==> src/rtl/tt_mux_pkg.sv <==
// Shared definitions for the project mux bus.
// - state_e       : selection controller FSM states
// - IW_W / OW_W   : widths of the broadcast input word and the per-project output word
// - IW_* / OW_*   : bit offsets of the fields inside iw and ow
// - is_live()     : true in the states where a project is enabled and clocked
package tt_mux_pkg;

  typedef enum logic [1:0] {
    ST_IDLE,
    ST_SELECT,
    ST_ARM,
    ST_ACTIVE
  } state_e;

  localparam int unsigned IW_W = 18;
  localparam int unsigned OW_W = 24;

  // iw = {uio_in, ui_in, proj_rst_n, proj_clk}
  localparam int unsigned IW_CLK   = 0;
  localparam int unsigned IW_RST_N = 1;
  localparam int unsigned IW_UI    = 2;
  localparam int unsigned IW_UIO   = 10;

  // ow = {uio_oe, uio_out, uo_out}
  localparam int unsigned OW_UO      = 0;
  localparam int unsigned OW_UIO_OUT = 8;
  localparam int unsigned OW_UIO_OE  = 16;

  function automatic logic is_live(state_e s);
    return (s == ST_ARM) || (s == ST_ACTIVE);
  endfunction

endpackage

==> src/rtl/tt_proj_select_ctrl_if.sv <==
// Project mux bus between the selection controller and the project wrappers.
// - ena : one-hot project enable (bit i = project i)
// - iw  : broadcast input word {uio_in, ui_in, proj_rst_n, proj_clk}
// - ow  : concatenated output words, slice i = {uio_oe, uio_out, uo_out} of project i
// master = selection controller, slave = project side.
interface tt_proj_select_ctrl_if
  import tt_mux_pkg::*;
#(
  parameter int unsigned N_PROJ = 16
);

  logic [N_PROJ-1:0]      ena;
  logic [IW_W-1:0]        iw;
  logic [OW_W*N_PROJ-1:0] ow;

  modport master (
    output ena,
    output iw,
    input  ow
  );

  modport slave (
    input  ena,
    input  iw,
    output ow
  );

endinterface

==> src/rtl/tt_clk_gate.sv <==
// Glitch-free clock gate: enable is captured by a latch that is transparent
// only while clk is low, then ANDed with clk, so the gated clock only ever
// starts or stops on whole high pulses. Swapped for the library ICG cell at
// synthesis.
// - clk  : source clock
// - en   : gate enable (must be launched from a clk rising-edge flop)
// - gclk : gated clock
module tt_clk_gate (
  input  logic clk,
  input  logic en,
  output logic gclk
);

  logic en_l;

  always_latch begin
    if (!clk) en_l <= en;
  end

  assign gclk = clk & en_l;

endmodule

==> src/rtl/tt_proj_select_ctrl.sv <==
// Project selection controller: upstream stage of every project wrapper.
// Decodes the async chip control pins into a project index, enables exactly
// one project, drives the broadcast input word and returns the selected
// project's output word to the pads.
// - clk, rst_n           : system clock, async active-low reset
// - ctrl_sel_rst_n       : async pin, low clears the selection counter
// - ctrl_sel_inc         : async pin, each rising edge increments the selection
// - ctrl_ena             : async pin, high requests activation of the selection
// - pad_rst_n            : user reset for the active project
// - pad_ui_in/uio_in     : user inputs, broadcast combinationally on iw
// - pad_uo_out/uio_*     : selected project's outputs (zero unless armed/active)
// - proj                 : project mux bus (ena, iw, ow)
// - sel_addr             : current selection counter
module tt_proj_select_ctrl
  import tt_mux_pkg::*;
#(
  parameter int unsigned N_PROJ   = 16,
  parameter int unsigned ADDR_W   = $clog2(N_PROJ),
  parameter int unsigned RST_HOLD = 4
) (
  input  logic                 clk,
  input  logic                 rst_n,
  input  logic                 ctrl_sel_rst_n,
  input  logic                 ctrl_sel_inc,
  input  logic                 ctrl_ena,
  input  logic                 pad_rst_n,
  input  logic [7:0]           pad_ui_in,
  input  logic [7:0]           pad_uio_in,
  output logic [7:0]           pad_uo_out,
  output logic [7:0]           pad_uio_out,
  output logic [7:0]           pad_uio_oe,
  tt_proj_select_ctrl_if.master proj,
  output logic [ADDR_W-1:0]    sel_addr
);

  // Synchroniser bit order: {pad_rst_n, ena, sel_inc, sel_rst_n}.
  // sel_rst_n resets to its idle-high level so reset does not look like a clear.
  localparam logic [3:0] SYNC_RST = 4'b0001;

  logic [3:0] sync1_q, sync2_q;
  logic       sel_rst_s, inc_s, ena_s, pad_rst_s;
  logic       inc_prev_q, inc_rise;

  state_e              state_q, state_d;
  logic [ADDR_W-1:0]   addr_q, addr_d;
  logic [3:0]          hold_q, hold_d;
  logic                lock_q, lock_d;
  logic [N_PROJ-1:0]   ena_q, ena_d;
  logic                rst_out_q, rst_out_d;
  logic                clk_en_q, clk_en_d;
  logic                exit_req;
  logic                gclk;
  logic [OW_W-1:0]     ow_sel;

  always_ff @(posedge clk or negedge rst_n) begin
    if (!rst_n) begin
      sync1_q    <= SYNC_RST;
      sync2_q    <= SYNC_RST;
      inc_prev_q <= 1'b0;
    end else begin
      sync1_q    <= {pad_rst_n, ctrl_ena, ctrl_sel_inc, ctrl_sel_rst_n};
      sync2_q    <= sync1_q;
      inc_prev_q <= inc_s;
    end
  end

  assign sel_rst_s = sync2_q[0];
  assign inc_s     = sync2_q[1];
  assign ena_s     = sync2_q[2];
  assign pad_rst_s = sync2_q[3];
  assign inc_rise  = inc_s & ~inc_prev_q;

  always_ff @(posedge clk or negedge rst_n) begin
    if (!rst_n) begin
      state_q   <= ST_IDLE;
      addr_q    <= '0;
      hold_q    <= '0;
      lock_q    <= 1'b0;
      ena_q     <= '0;
      rst_out_q <= 1'b0;
      clk_en_q  <= 1'b0;
    end else begin
      state_q   <= state_d;
      addr_q    <= addr_d;
      hold_q    <= hold_d;
      lock_q    <= lock_d;
      ena_q     <= ena_d;
      rst_out_q <= rst_out_d;
      clk_en_q  <= clk_en_d;
    end
  end

  always_comb begin
    state_d  = state_q;
    addr_d   = addr_q;
    hold_d   = hold_q;
    // After leaving ARM/ACTIVE the request must be dropped before the next
    // activation, otherwise an increment would immediately arm the next project.
    lock_d   = lock_q & ena_s;
    exit_req = !ena_s || !sel_rst_s || inc_rise;

    unique case (state_q)
      ST_IDLE: begin
        if (!sel_rst_s) state_d = ST_SELECT;
      end
      ST_SELECT: begin
        if (sel_rst_s && ena_s && !lock_q && !inc_rise) begin
          state_d = ST_ARM;
          hold_d  = 4'(RST_HOLD - 1);
        end
      end
      ST_ARM: begin
        if (exit_req) begin
          state_d = ST_SELECT;
          lock_d  = 1'b1;
        end else if (hold_q == '0) begin
          state_d = ST_ACTIVE;
        end else begin
          hold_d = hold_q - 4'd1;
        end
      end
      ST_ACTIVE: begin
        if (exit_req) begin
          state_d = ST_SELECT;
          lock_d  = 1'b1;
        end
      end
      default: state_d = ST_IDLE;
    endcase

    // Clear has priority over an increment seen in the same cycle.
    if (!sel_rst_s) begin
      addr_d = '0;
    end else if (inc_rise && (state_q != ST_IDLE)) begin
      addr_d = (addr_q == ADDR_W'(N_PROJ - 1)) ? '0 : addr_q + ADDR_W'(1);
    end

    // All registered outputs derive from the next state, so enable, clock gate
    // and project reset change together, and ena is built from a single index.
    clk_en_d = is_live(state_d);
    ena_d    = '0;
    if (clk_en_d) ena_d[addr_d] = 1'b1;
    rst_out_d = (state_d == ST_ACTIVE) && pad_rst_s;
  end

  tt_clk_gate u_clk_gate (
    .clk  (clk),
    .en   (clk_en_q),
    .gclk (gclk)
  );

  always_comb begin
    proj.iw                  = '0;
    proj.iw[IW_UIO +: 8]     = pad_uio_in;
    proj.iw[IW_UI +: 8]      = pad_ui_in;
    proj.iw[IW_RST_N]        = rst_out_q;
    proj.iw[IW_CLK]          = gclk;
  end

  assign proj.ena = ena_q;
  assign sel_addr = addr_q;

  always_comb begin
    ow_sel = '0;
    if (is_live(state_q)) ow_sel = proj.ow[OW_W * 32'(addr_q) +: OW_W];
  end

  assign pad_uo_out  = ow_sel[OW_UO +: 8];
  assign pad_uio_out = ow_sel[OW_UIO_OUT +: 8];
  assign pad_uio_oe  = ow_sel[OW_UIO_OE +: 8];

endmodule

==> src/flat_wrapper.sv <==
// flat-port wrapper written by rule: the top's interface ports become plain ports
module tt_proj_select_ctrl_flat import tt_mux_pkg::*;
#(
  parameter int unsigned N_PROJ   = 16,
  parameter int unsigned ADDR_W   = $clog2(N_PROJ),
  parameter int unsigned RST_HOLD = 4
)
  (clk, rst_n, ctrl_sel_rst_n, ctrl_sel_inc, ctrl_ena, pad_rst_n, pad_ui_in, pad_uio_in, pad_uo_out, pad_uio_out, pad_uio_oe, sel_addr, proj_ena, proj_iw, proj_ow);
  tt_proj_select_ctrl_if #(.N_PROJ(N_PROJ)) proj_i ();
  input  logic clk;
  input  logic rst_n;
  input  logic ctrl_sel_rst_n;
  input  logic ctrl_sel_inc;
  input  logic ctrl_ena;
  input  logic pad_rst_n;
  input  logic [7:0] pad_ui_in;
  input  logic [7:0] pad_uio_in;
  output logic [7:0] pad_uo_out;
  output logic [7:0] pad_uio_out;
  output logic [7:0] pad_uio_oe;
  output logic [ADDR_W-1:0] sel_addr;
  output wire logic [$bits(proj_i.ena)-1:0] proj_ena;
  output wire logic [$bits(proj_i.iw)-1:0] proj_iw;
  input wire logic [$bits(proj_i.ow)-1:0] proj_ow;
  assign proj_ena = proj_i.ena;
  assign proj_iw = proj_i.iw;
  assign proj_i.ow = proj_ow;
  tt_proj_select_ctrl #(.N_PROJ(N_PROJ), .ADDR_W(ADDR_W), .RST_HOLD(RST_HOLD)) u_core (.clk(clk), .rst_n(rst_n), .ctrl_sel_rst_n(ctrl_sel_rst_n), .ctrl_sel_inc(ctrl_sel_inc), .ctrl_ena(ctrl_ena), .pad_rst_n(pad_rst_n), .pad_ui_in(pad_ui_in), .pad_uio_in(pad_uio_in), .pad_uo_out(pad_uo_out), .pad_uio_out(pad_uio_out), .pad_uio_oe(pad_uio_oe), .proj(proj_i), .sel_addr(sel_addr));
endmodule
==> config.mk <==
export PLATFORM = sky130hd
export DESIGN_NAME = tt_proj_select_ctrl_flat
export DESIGN_NICKNAME = d
export VERILOG_FILES = /design/src/rtl/tt_mux_pkg.sv /design/src/rtl/tt_proj_select_ctrl_if.sv /design/src/rtl/tt_clk_gate.sv /design/src/rtl/tt_proj_select_ctrl.sv /design/src/flat_wrapper.sv
export SDC_FILE = /design/constraint.sdc
export NUM_CORES = 1
export LEC_CHECK = 0
export CAP_MARGIN = 20
export CORE_AREA = 2 2 183 185
export DETAILED_ROUTE_END_ITERATION = 10
export DIE_AREA = 0 0 185 187
export SETUP_SLACK_MARGIN = 0.05
export SYNTH_ARGS = -nofsm -noshare
export SYNTH_HDL_FRONTEND = slang
export SYNTH_SLANG_ARGS = --single-unit
==> constraint.sdc <==
create_clock -name clk -period 3.6 [get_ports clk]
set_clock_uncertainty 0.15 [all_clocks]
set_input_delay 0.54 -clock clk [delete_from_list [all_inputs] [get_ports clk]]
set_output_delay 0.54 -clock clk [all_outputs]
set_load 0.005 [all_outputs]
**After elaboration in Yosys (flattened, before gate mapping)**

Index checks and enable logic that the tools add are counted.

- Word-level logic and storage cells: 70
- Input bits: 406
- Latch bits: 1
- Register bits: 38
- Output and inout port bits: 62

- Eq/ne operators: 9
- Bitwise operators: 4
- Multiply operators: 1
- Multiplexer cells: 20
- Reductions and logical operators: 20
- $lt $le $gt $ge: 2
- Shift-type cells: 1
- Add/sub/neg operators: 2

Operators by type and width:

| cell | number |
|---|---|
| $shiftx 384x10->24 | 1 |
| $mux 24 | 1 |
| $mux 4 | 6 |
| $mux 16 | 1 |
| $mux 2 | 5 |
| $eq 2x2->1 const B | 4 |
| $pmux 2 s4 | 1 |
| $pmux 4 s2 | 1 |
| $logic_and 1x1->1 | 6 |
| $mul 2x4->6 const A | 1 |
| $lt 4x5->1 const B | 1 |
| $add 4x1->4 const B | 1 |
| $demux 1 s4 | 1 |
| $eq 4x4->1 const B | 1 |
| $ge 4x1->1 const B | 1 |
| $logic_not 1->1 | 4 |
| $logic_not 4->1 | 1 |
| $logic_or 1x1->1 | 4 |
| $mux 1 | 4 |
| $ne 2x2->1 const B | 2 |
| $reduce_and 4->1 | 1 |
| $reduce_bool 2->1 | 2 |
| $sub 4x1->4 const B | 1 |
| $and 1x1->1 | 3 |
| 5 further kinds | 5 |

**Depth between registers and ports, before layout**

- Word-level depth: 10
- Gate-level depth with buffers: 7
- Mapped depth without buffers: 5

**Cells and area by module**

Synthesis repeated with hierarchy kept, for this count alone.

- Cells, all modules: 525
- Area total of the unflattened synthesis: 5,054.8 µm²

Modules (own cells, without submodules):

| module | area each (µm²) | seq. area each (µm²) | times used | cells an instance |
|---|---|---|---|---|
| tt_proj_select_ctrl | 5,033.6 | 953.4 | 1 | 523 |
| tt_clk_gate | 21.3 | 0.0 | 1 | 2 |

==> reports/metrics.cfg <==
[yosys]
syn_area_mm2=0.00509
ys.flop_type=dfrtp_1
yosys_warnings=0
synth_commonest_cells=mux2i_1 (158), a22oi_1 (70), nand2_1 (41)
syn_avg_cell_area_um2=9.82
async_flop_share_pct=97.4
yosysTopAreaCell=mux2i_1
synth.top_cell.area_share_pct=31.0
synth_nets=928
synth_edf_count=0
synthAdderAreaFrac_pct=0.737
synthMuxAreaShare_pct=43.1
synth_xor_area_share_pct=0.172
synth_top_family_by_area=multiplexers
synthCells=519
synth_compound_area_share_pct=16.5
synthTopCellsByArea=mux2i_1 (31%), dfrtp_1 (18%), mux4_2 (11%)
synthMostInstantiatedCell=mux2i_1
ys_ff_latch=39
synth.distinct_cells=45
synthSimpleGateAreaFrac_pct=9.82

[critical_path]
worstReg2RegStart=u_core.sel_addr[0]
rrSetupSlack_ns=1.15
r2r_end=u_core.proj.ena[11]
rr_worst_depth=7
worstPathArrival_ns=2.84
cp.required_ns=2.91
crit_path_start_kind=latch
crit_fanout=1
crit_type=latch2out
end_kind=output pin

[placed_design]
post-dp-hpwl_um=24000
io_buffers=435
dp_worst_setup_slack_ns=0.157
gp_congestion=0.878

[detailed_routing]
routed-via-count=6057
drt_iter0_markers=202
wire_per_inst_um=21.2
antenna_left=0
drtPass1Iterations=4
viasPerCell=4.39
drc=0
drt-total-wl_um=29200

[layout]
fill_cells=3442
multi_input_area_mm2=0.00362
area_growth_pct=98.1
seqCellArea_um2=975
final_nets=1339
diodes=0
post_route_cells_drive_above_1_share_pct=9.88

[global_routing]
grt_usage_pct=15.6
antenna_found_initial=2
grt_start_max_net_pins=39
grt_pass1_wl_um=39600
first_global_vias=6112
grt_overflow=0

[timing]
finalHoldViolations=0
timing.hold.ws_ns=0.0903
drv_slew=0
worst_slack_ns=0.0712
rsz0062_at_grt=yes
slew_headroom_pct=33.4
final-setup-viol-count=0
tightest_slew_ns=0.997
finalSetupTns_ns=0

[run_status]
status=finished, final reports clean

[worst_hold_path]
hp-class=in2async

[power]
p_leak_uw=0.00360
peakVddDrop_uv=406
powerDensity_mw_per_mm2=205

[floorplan]
row_count=67
die_x_um=185
start_util_pct=15.5
core_mm2=0.0329
die_h_um=187
ioPinCount=468
dieArea_mm2=0.0346

[job]
drv_cap=0

[clocking]
clk_pin_slew_ns=0.06
tritoncts=built
clock_latency_ns=0.39

[layout make-up]
class / count / share of cell area [%]
Clock buffer: 9 / 2.03
Clock inverter: 3 / 0.236
Inverter: 8 / 0.298
Multi-Input combinational cell: 404 / 35.8
Sequential cell: 39 / 9.66
Tap cell: 448 / 5.55
Timing Repair Buffer: 468 / 46.4
[where the power goes]
part,leakage [uW],switching [uW],internal (uW)
Combinational,0.00299,365,638
Clock,0.000112,198,402
Sequential,0.000493,15.4,450
[critical path, cell delays in order (launching register included)]
cell,delay [ns]
dlxtn_1,0.39
and2_1,0.11
buf_2,0.10
[cells in the final DEF, fill, tap and decap left out, types with 2 or more instances in the layout]
cell / count
nand4_1: 5
clkbuf_16: 8
a21o_1: 2
o21ai_0: 2
a311oi_1: 2
a22oi_1: 70
ha_1: 3
a31oi_1: 3
buf_2: 2
buf_4: 27
nand2b_1: 2
buf_12: 7
nor2_1: 7
o211ai_1: 2
mux2i_1: 158
a21oi_1: 4
nor4_1: 19
mux2_4: 2
mux4_2: 26
nor2_4: 3
nand2_1: 41
dfrtp_2: 2
o22ai_1: 24
inv_1: 8
nand3_1: 2
nor2b_1: 3
or2_2: 2
clkdlybuf4s50_1: 433
and2_1: 4
dfstp_2: 2
dfrtp_1: 33
nor2b_4: 2
clkinvlp_4: 2
a211oi_1: 2
[registers in the layout (all words and copies together), names as in the netlist]
signal and cells:
u_core.state_q 2, u_core.sync1_q 4, u_core.sel_addr 4, u_core.hold_q 4, u_core.rst_out_q 1, u_core.sync2_q 4
u_core.lock_q 1, u_core.inc_prev_q 1, u_core.proj.ena 16, u_core.u_clk_gate.en_l 1, u_core.clk_en_q 1
[timing repair]
item | CTS | global route
gates resized for setup | 4 | 2
gates cloned | 0 | 1
hold buffers | 0 | 0
setup endpoints to repair | 6 | 15
pin swaps | 1 | 2
buffers inserted | 5 | 0
[through the flow]
| stage | std cells | util, % | power [uW] | cell area (um2) |
|---|---|---|---|---|
| 2_1_floorplan | 519 | - | 896 | 5090 |
| 3_3_place_gp | 1362 | 29.8 | 1460 | 9800 |
| 3_5_place_dp | 1362 | 29.8 | 1470 | 9800 |
| 4_1_cts | 1378 | 30.7 | 2100 | 10100 |
| 5_1_grt | 1379 | 30.7 | 2180 | 10100 |
| 6_report | 1379 | 30.7 | 2070 | 10100 |
[worst max path at each step]
stage / start / to / cells after the start
after floorplan: u_core.u_clk_gate.en_l / proj_iw[0] / 2
after global placement: u_core.u_clk_gate.en_l / proj_iw[0] / 2
after detailed placement: u_core.u_clk_gate.en_l / proj_iw[0] / 2
after CTS: u_core.u_clk_gate.en_l / proj_iw[0] / 2
after global routing: u_core.u_clk_gate.en_l / proj_iw[0] / 2
final: u_core.u_clk_gate.en_l / proj_iw[0] / 2
[cells by family (layout without fill, tap and decap cells)]
family	after synthesis	count (layout)
fa+ha+maj	3	3
buf+inv	77	488
mux	186	186
xor+xnor	1	1
compound gates	116	116
simple gates	97	98
flops	38	38
latches	1	1
[per-layer routing]
| layer | up-vias | global-route usage [%] | part of all wire (%) |
|---|---|---|---|
| li1 | 2850 | - | - |
| met1 | 2921 | 20.2 | 43 |
| met2 | 264 | 27.4 | 50 |
| met3 | 20 | 2.75 | 6.7 |
| met4 | 2 | 2.23 | 0.80 |
| met5 | - | 0 | 0.045 |
(Power assumes the default switching activity.)
==> RTL change 1: new RTL, same settings <==
Change the localparam `SYNC_RST` from 4'b0001 to 4'b0000.
--- a/src/rtl/tt_proj_select_ctrl.sv
+++ b/src/rtl/tt_proj_select_ctrl.sv
@@ -35,7 +35,7 @@
 
   // Synchroniser bit order: {pad_rst_n, ena, sel_inc, sel_rst_n}.
   // sel_rst_n resets to its idle-high level so reset does not look like a clear.
-  localparam logic [3:0] SYNC_RST = 4'b0001;
+  localparam logic [3:0] SYNC_RST = 4'b0000;
 
   logic [3:0] sync1_q, sync2_q;
   logic       sel_rst_s, inc_s, ena_s, pad_rst_s;
Check against the original RTL: not checked (the comparison handles one clock edge and no latches or derived clocks); the edit may change what the design does.
==> RTL change 1 against the unedited design <==
Sequential share of layout area down 0.075 points. Utilization is 0.20 points higher. Power grew 3.4%. Worst hold slack hardly changed. Critical endpoint unchanged. Cell count is 0.58% higher. Die area unchanged. Synthesized cell count stayed put. Sequential cell count did not move. Worst setup slack lost 0.0043 ns. Combinational power barely moved. Synthesized area hardly changed. Routed wire length is essentially flat. Final area rose by 0.66%.
==> RTL change 1: results (changes against the unedited design) <==
GLOBAL ROUTE
--------------------------------------------------------------------------------
Vias in the first global route                                              6289   +2.9%
Grt met2 use                                                               26.0%   -1.4 points
Initial antenna violation count                                                3   +1
Fraction of met1 tracks used by global routing                             19.3%   -0.87 points
Global-route wire length before repair                                  39100 um   -1.3%
Overall fraction of global-route tracks in use                             15.2%   -0.33 points

LAYOUT
--------------------------------------------------------------------------------
Final standard cell count with taps included and fillers excluded           1387   +0.58%
Ratio of cells with drive above 1 in the final layout                      10.6%   +0.67 points
Final-stage net count                                                       1346   +0.52%

DRT
--------------------------------------------------------------------------------
Routed wire length on met3                                               2270 um   +15%
Met1 wire length                                                        12100 um   -2.8%
1st-pass router iterations                                                     5   +1
Met2 wire length                                                        14000 um   -3.2%
Routed WL per cell                                                       21.0 um   -0.68%
Number of DRC markers after the initial detailed-route iteration             265   +31%

STATUS
--------------------------------------------------------------------------------
Status                                                              finished clean

PWR
--------------------------------------------------------------------------------
Combinational cell power                                                0.999 mW   about the same
Static leakage power                                                     3.64 nW   +1.4%
Power dissipated by switching net loads                                 0.578 mW   -0.12%
Power of the clock network                                              0.674 mW   +12%

TIMING
--------------------------------------------------------------------------------
Hold Slack                                                             0.0904 ns   +0.000141 ns
Worst slew margin relative to its limit                                    45.2%   +12 points

WORST SETUP PATH
--------------------------------------------------------------------------------
Cell depth of the worst flop-to-flop path                                      6   -1
Source of the worst register-to-register timing path                u_core.sel_addr[1]
Setup slack on the worst flop-to-flop path                               0.88 ns   -0.27 ns

PLACED DESIGN
--------------------------------------------------------------------------------
Pre-CTS WS                                                              0.151 ns   -0.00565 ns
Routability-driven placement congestion ratio                              0.855   -2.6%
Estimated wirelength of the detail-placed design                        23400 um   -2.5%

SYNTH
--------------------------------------------------------------------------------
Top cells by count, synth                                           sky130_fd_sc_hd__mux2i_1 (158), sky130_fd_sc_hd__a22oi_1 (70), sky130_fd_sc_hd__nand2_1 (41), sky130_fd_sc_hd__dfrtp_1 (38), sky130_fd_sc_hd__mux4_2 (26)

==> RTL change 1: worst register-to-register path: cells and delay by family (launching register included) <==
| kind | cells | cell delay, ns |
|---|---|---|
| AO/OA/AOI/OAI | 1 | 0.27 |
| adder cells (fa/ha/maj) | 1 | 0.35 |
| buffers and inverters | 2 | 0.51 |
| flip-flops | 1 | 0.56 |
| AND/OR/NAND/NOR | 2 | 0.73 |
==> RTL change 1: layout make-up <==
cell class / count / area [sq um]
Multi-Input combinational cell: 406 / 3650
Antenna cell: 1 / 2.50
Inverter: 8 / 30.0
Clock inverter: 3 / 43.8
Fill cell: 3437 / 22700
Clock buffer: 9 / 211
Sequential cell: 39 / 973
Timing Repair Buffer: 473 / 4690
Tap cell: 448 / 561
==> RTL change 1: worst max-delay path by stage <==
stage	start	endpoint	slack, ns
3_5_place_dp	u_core.u_clk_gate.en_l	proj_iw[0]	0.15
3_3_place_gp	u_core.u_clk_gate.en_l	proj_iw[0]	0.14
4_1_cts	u_core.sel_addr[2]	pad_uo_out[1]	0.02
5_1_grt	u_core.sel_addr[2]	pad_uo_out[1]	0.04
2_1_floorplan	u_core.u_clk_gate.en_l	proj_iw[0]	0.55
6_report	u_core.u_clk_gate.en_l	proj_iw[0]	0.07
==> RTL change 1: through the flow <==
step | area, sq um | total power, mW
floorplan | 5090 | 0.895
global placement | 9790 | 1.46
detailed placement | 9790 | 1.46
CTS | 10100 | 2.15
global route | 10200 | 2.24
finish | 10200 | 2.14
==> RTL change 1: kinds of logic after synthesis <==
kind of cell               count (synthesis)  share of synthesized area, %
AOI/OAI and AO/OA                        116                          16.5
xor gates and xnor gates                   1                         0.172
adders and majority gates                  3                         0.737
buffers and inverters                     77                          10.6
DFF                                       38                          18.7
latches                                    1                         0.295
muxes                                    186                          43.1
and+or+nand+nor                           97                          9.83
==> RTL change 2: new RTL, same flow settings <==
Made on the original files. `hold_q` no longer has a reset.
--- a/src/rtl/tt_proj_select_ctrl.sv
+++ b/src/rtl/tt_proj_select_ctrl.sv
@@ -74,7 +74,6 @@
     if (!rst_n) begin
       state_q   <= ST_IDLE;
       addr_q    <= '0;
-      hold_q    <= '0;
       lock_q    <= 1'b0;
       ena_q     <= '0;
       rst_out_q <= 1'b0;
@@ -82,12 +81,15 @@
     end else begin
       state_q   <= state_d;
       addr_q    <= addr_d;
-      hold_q    <= hold_d;
       lock_q    <= lock_d;
       ena_q     <= ena_d;
       rst_out_q <= rst_out_d;
       clk_en_q  <= clk_en_d;
     end
+  end
+
+  always_ff @(posedge clk) begin
+    hold_q <= hold_d;
   end
 
   always_comb begin
Check against the original RTL: not checked (the comparison handles one clock edge and no latches or derived clocks); the edit may change what the design does.
==> RTL change 2 against the unedited design <==
Non-clock buffer count rose by 12. Power shrank 0.24%. Final area rose by 1.0%. Worst setup slack lost 0.0064 ns. Sequential power increased by 1%. Routed wire length grew 2.4%. Sequential cell count unchanged. Synthesized area down 1.7%. Critical path type unchanged. Critical endpoint unchanged. Largest cell class unchanged. Largest power group unchanged.
==> RTL change 2: results (changes against the unedited design) <==
PLACED DESIGN
-------------------------------------------------------------------------------
Estimated wirelength of the detail-placed design                       24500 um   +2.3%
Pre-CTS WS                                                             0.152 ns   -0.00522 ns
Routability-driven placement congestion ratio                             0.874   -0.38%
Placed Area                                                        0.00987 sq mm   +0.65%
Input/output buffers                                                        435   unchanged

DRT
-------------------------------------------------------------------------------
Routed WL per cell                                                      21.0 um   -0.65%
Number of DRC markers after the initial detailed-route iteration            359   +78%
1st-pass router iterations                                                    5   +1
Average vias per placed instance                                           4.42   +0.70%

GLOBAL ROUTE
-------------------------------------------------------------------------------
Initial antenna violation count                                               0   -2
Global-route wire length before repair                                 41100 um   +4.0%
Overall fraction of global-route tracks in use                            16.1%   +0.55 points
Global-route congestion overflow total                                        0   unchanged
Vias in the first global route                                             6516   +6.6%
Pin count of the biggest net entering global routing                         31   -21%

TIMING
-------------------------------------------------------------------------------
Hold Slack                                                             0.203 ns   +0.113 ns
Worst slew margin relative to its limit                                   53.0%   +20 points

PWR
-------------------------------------------------------------------------------
Peak supply drop                                                     0.000222 V   -45%
Static leakage power                                                    3.66 nW   +1.7%

STATUS
-------------------------------------------------------------------------------
Status                                                             finished clean

LAYOUT
-------------------------------------------------------------------------------
Filler instances                                                           3467   +0.73%
Ratio of cells with drive above 1 in the final layout                     9.25%   -0.63 points
Max FFs per register                                                         16   unchanged
Antenna diode count                                                           0   unchanged
Final-stage net count                                                      1380   +3.1%

SYNTH
-------------------------------------------------------------------------------
Ranking of synthesized cells by area                               sky130_fd_sc_hd__mux2i_1 (35%), sky130_fd_sc_hd__dfrtp_1 (16%), sky130_fd_sc_hd__a22oi_1 (12%)
Post-Synthesis Net Count                                                    960   +3.4%
Top cells by count, synth                                          sky130_fd_sc_hd__mux2i_1 (176), sky130_fd_sc_hd__a22oi_1 (80), sky130_fd_sc_hd__nand2_1 (46), sky130_fd_sc_hd__dfrtp_1 (32), sky130_fd_sc_hd__buf_4 (31)
Main synth FF type                                                 sky130_fd_sc_hd__dfrtp_1
Unique cell type count in the Yosys netlist                                  52   +16%
Ys async rst share                                                        87.2%   -10 points
Warnings from Yosys                                                           0   unchanged
Post-synth EDFFs                                                              4   +4

WORST HOLD PATH
-------------------------------------------------------------------------------
Number of instances on the worst hold path                                    0
Min-delay worst type                                               flip-flop to flip-flop

WORST SETUP PATH
-------------------------------------------------------------------------------
Biggest fanout along the worst timing path                                    1   unchanged
Arrival @ worst endpoint                                                2.85 ns   about the same
Cell depth of the worst flop-to-flop path                                     7   unchanged

CLOCK TREE
-------------------------------------------------------------------------------
Clk pin slew, worst setup/hold paths                                    0.06 ns   about the same
Insertion delay to the later sink of the worst-skew pair                0.39 ns   about the same

RTL change 2: cell types whose count changed in the layout (fill, tap and decap cells not counted), sizes merged, moves of 9 or more:
| cell | unedited run | this run |
|---|---|---|
| mux4 | 26 | 8 |
| nor4 | 19 | 9 |
| nor3 | 2 | 11 |
| mux2i | 158 | 176 |
| buf | 36 | 47 |
| o21ai | 3 | 19 |
| a22oi | 70 | 80 |
RTL change 2: routing by layer:
metal / wire (um) / track usage (%) / vias to the layer above / share of wire (%)
met2: 14400 / 28.2 / 323 / 48
li1: - / - / 2951 / -
met5: 0 / 0 / - / 0
met3: 2300 / 2.73 / 30 / 7.7
met1: 12400 / 20.2 / 2981 / 42
met4: 750 / 4.58 / 0 / 2.5
RTL change 2: cell families after synthesis:
family / after synthesis / synth area share, %
compound gates: 143 / 20.4
xor+xnor: 3 / 0.525
fa+ha+maj: 2 / 0.500
buf+inv: 80 / 9.32
flops: 38 / 19.4
latches: 1 / 0.300
mux: 184 / 38.8
simple gates: 101 / 10.8
RTL change 2: critical path, cell delays in order (launching register included):
cell and delay [ns]:
sky130_fd_sc_hd__dlxtn_1 0.40, sky130_fd_sc_hd__and2_1 0.11, sky130_fd_sc_hd__buf_2 0.11
RTL change 2: area by class of cell:
| type | count | share of cell area, % |
|---|---|---|
| inverter | 8 | 0.295 |
| sequential | 39 | 9.73 |
| timing repair buffer | 480 | 47.0 |
| clock inverter | 2 | 0.160 |
| multi-input combinational | 434 | 35.2 |
| tap | 448 | 5.50 |
| clock buffer | 10 | 2.15 |
RTL change 2: metrics by stage:
| stage | utilization, % | std cells |
|---|---|---|
| after detailed placement | 30.0 | 1403 |
| after CTS | 30.7 | 1415 |
| after global placement | 30.0 | 1403 |
| after floorplan | - | 552 |
| final | 31.0 | 1421 |
| after global routing | 31.0 | 1421 |
RTL change 2: worst paths after layout:
path	to	slack, ns	startpoint
max reg2reg	u_core.proj.ena[11]	0.76	u_core.sel_addr[0]
max in group asynchronous	u_core.proj.ena[1]	2.47	rst_n
min reg2reg	u_core.sync2_q[1]	0.20	u_core.sync1_q[1]
max	proj_iw[0]	0.06	u_core.u_clk_gate.en_l
min	u_core.sync2_q[1]	0.20	u_core.sync1_q[1]
min in group asynchronous	u_core.sync1_q[3]	0.22	rst_n
RTL change 2: repair_timing:
| action | 4_1_cts | 5_1_grt |
|---|---|---|
| endpoints found under the setup margin | 4 | 20 |
| buffers inserted | 0 | 4 |
| resized for setup | 5 | 1 |
| pin swaps | 1 | 0 |
| gates cloned | 1 | 0 |
RTL change 2: report_power, final:
group          switching, mW  internal, mW
Combinational          0.364         0.611
Clock                  0.198         0.420
Sequential            0.0152         0.456
Total                  0.577          1.49
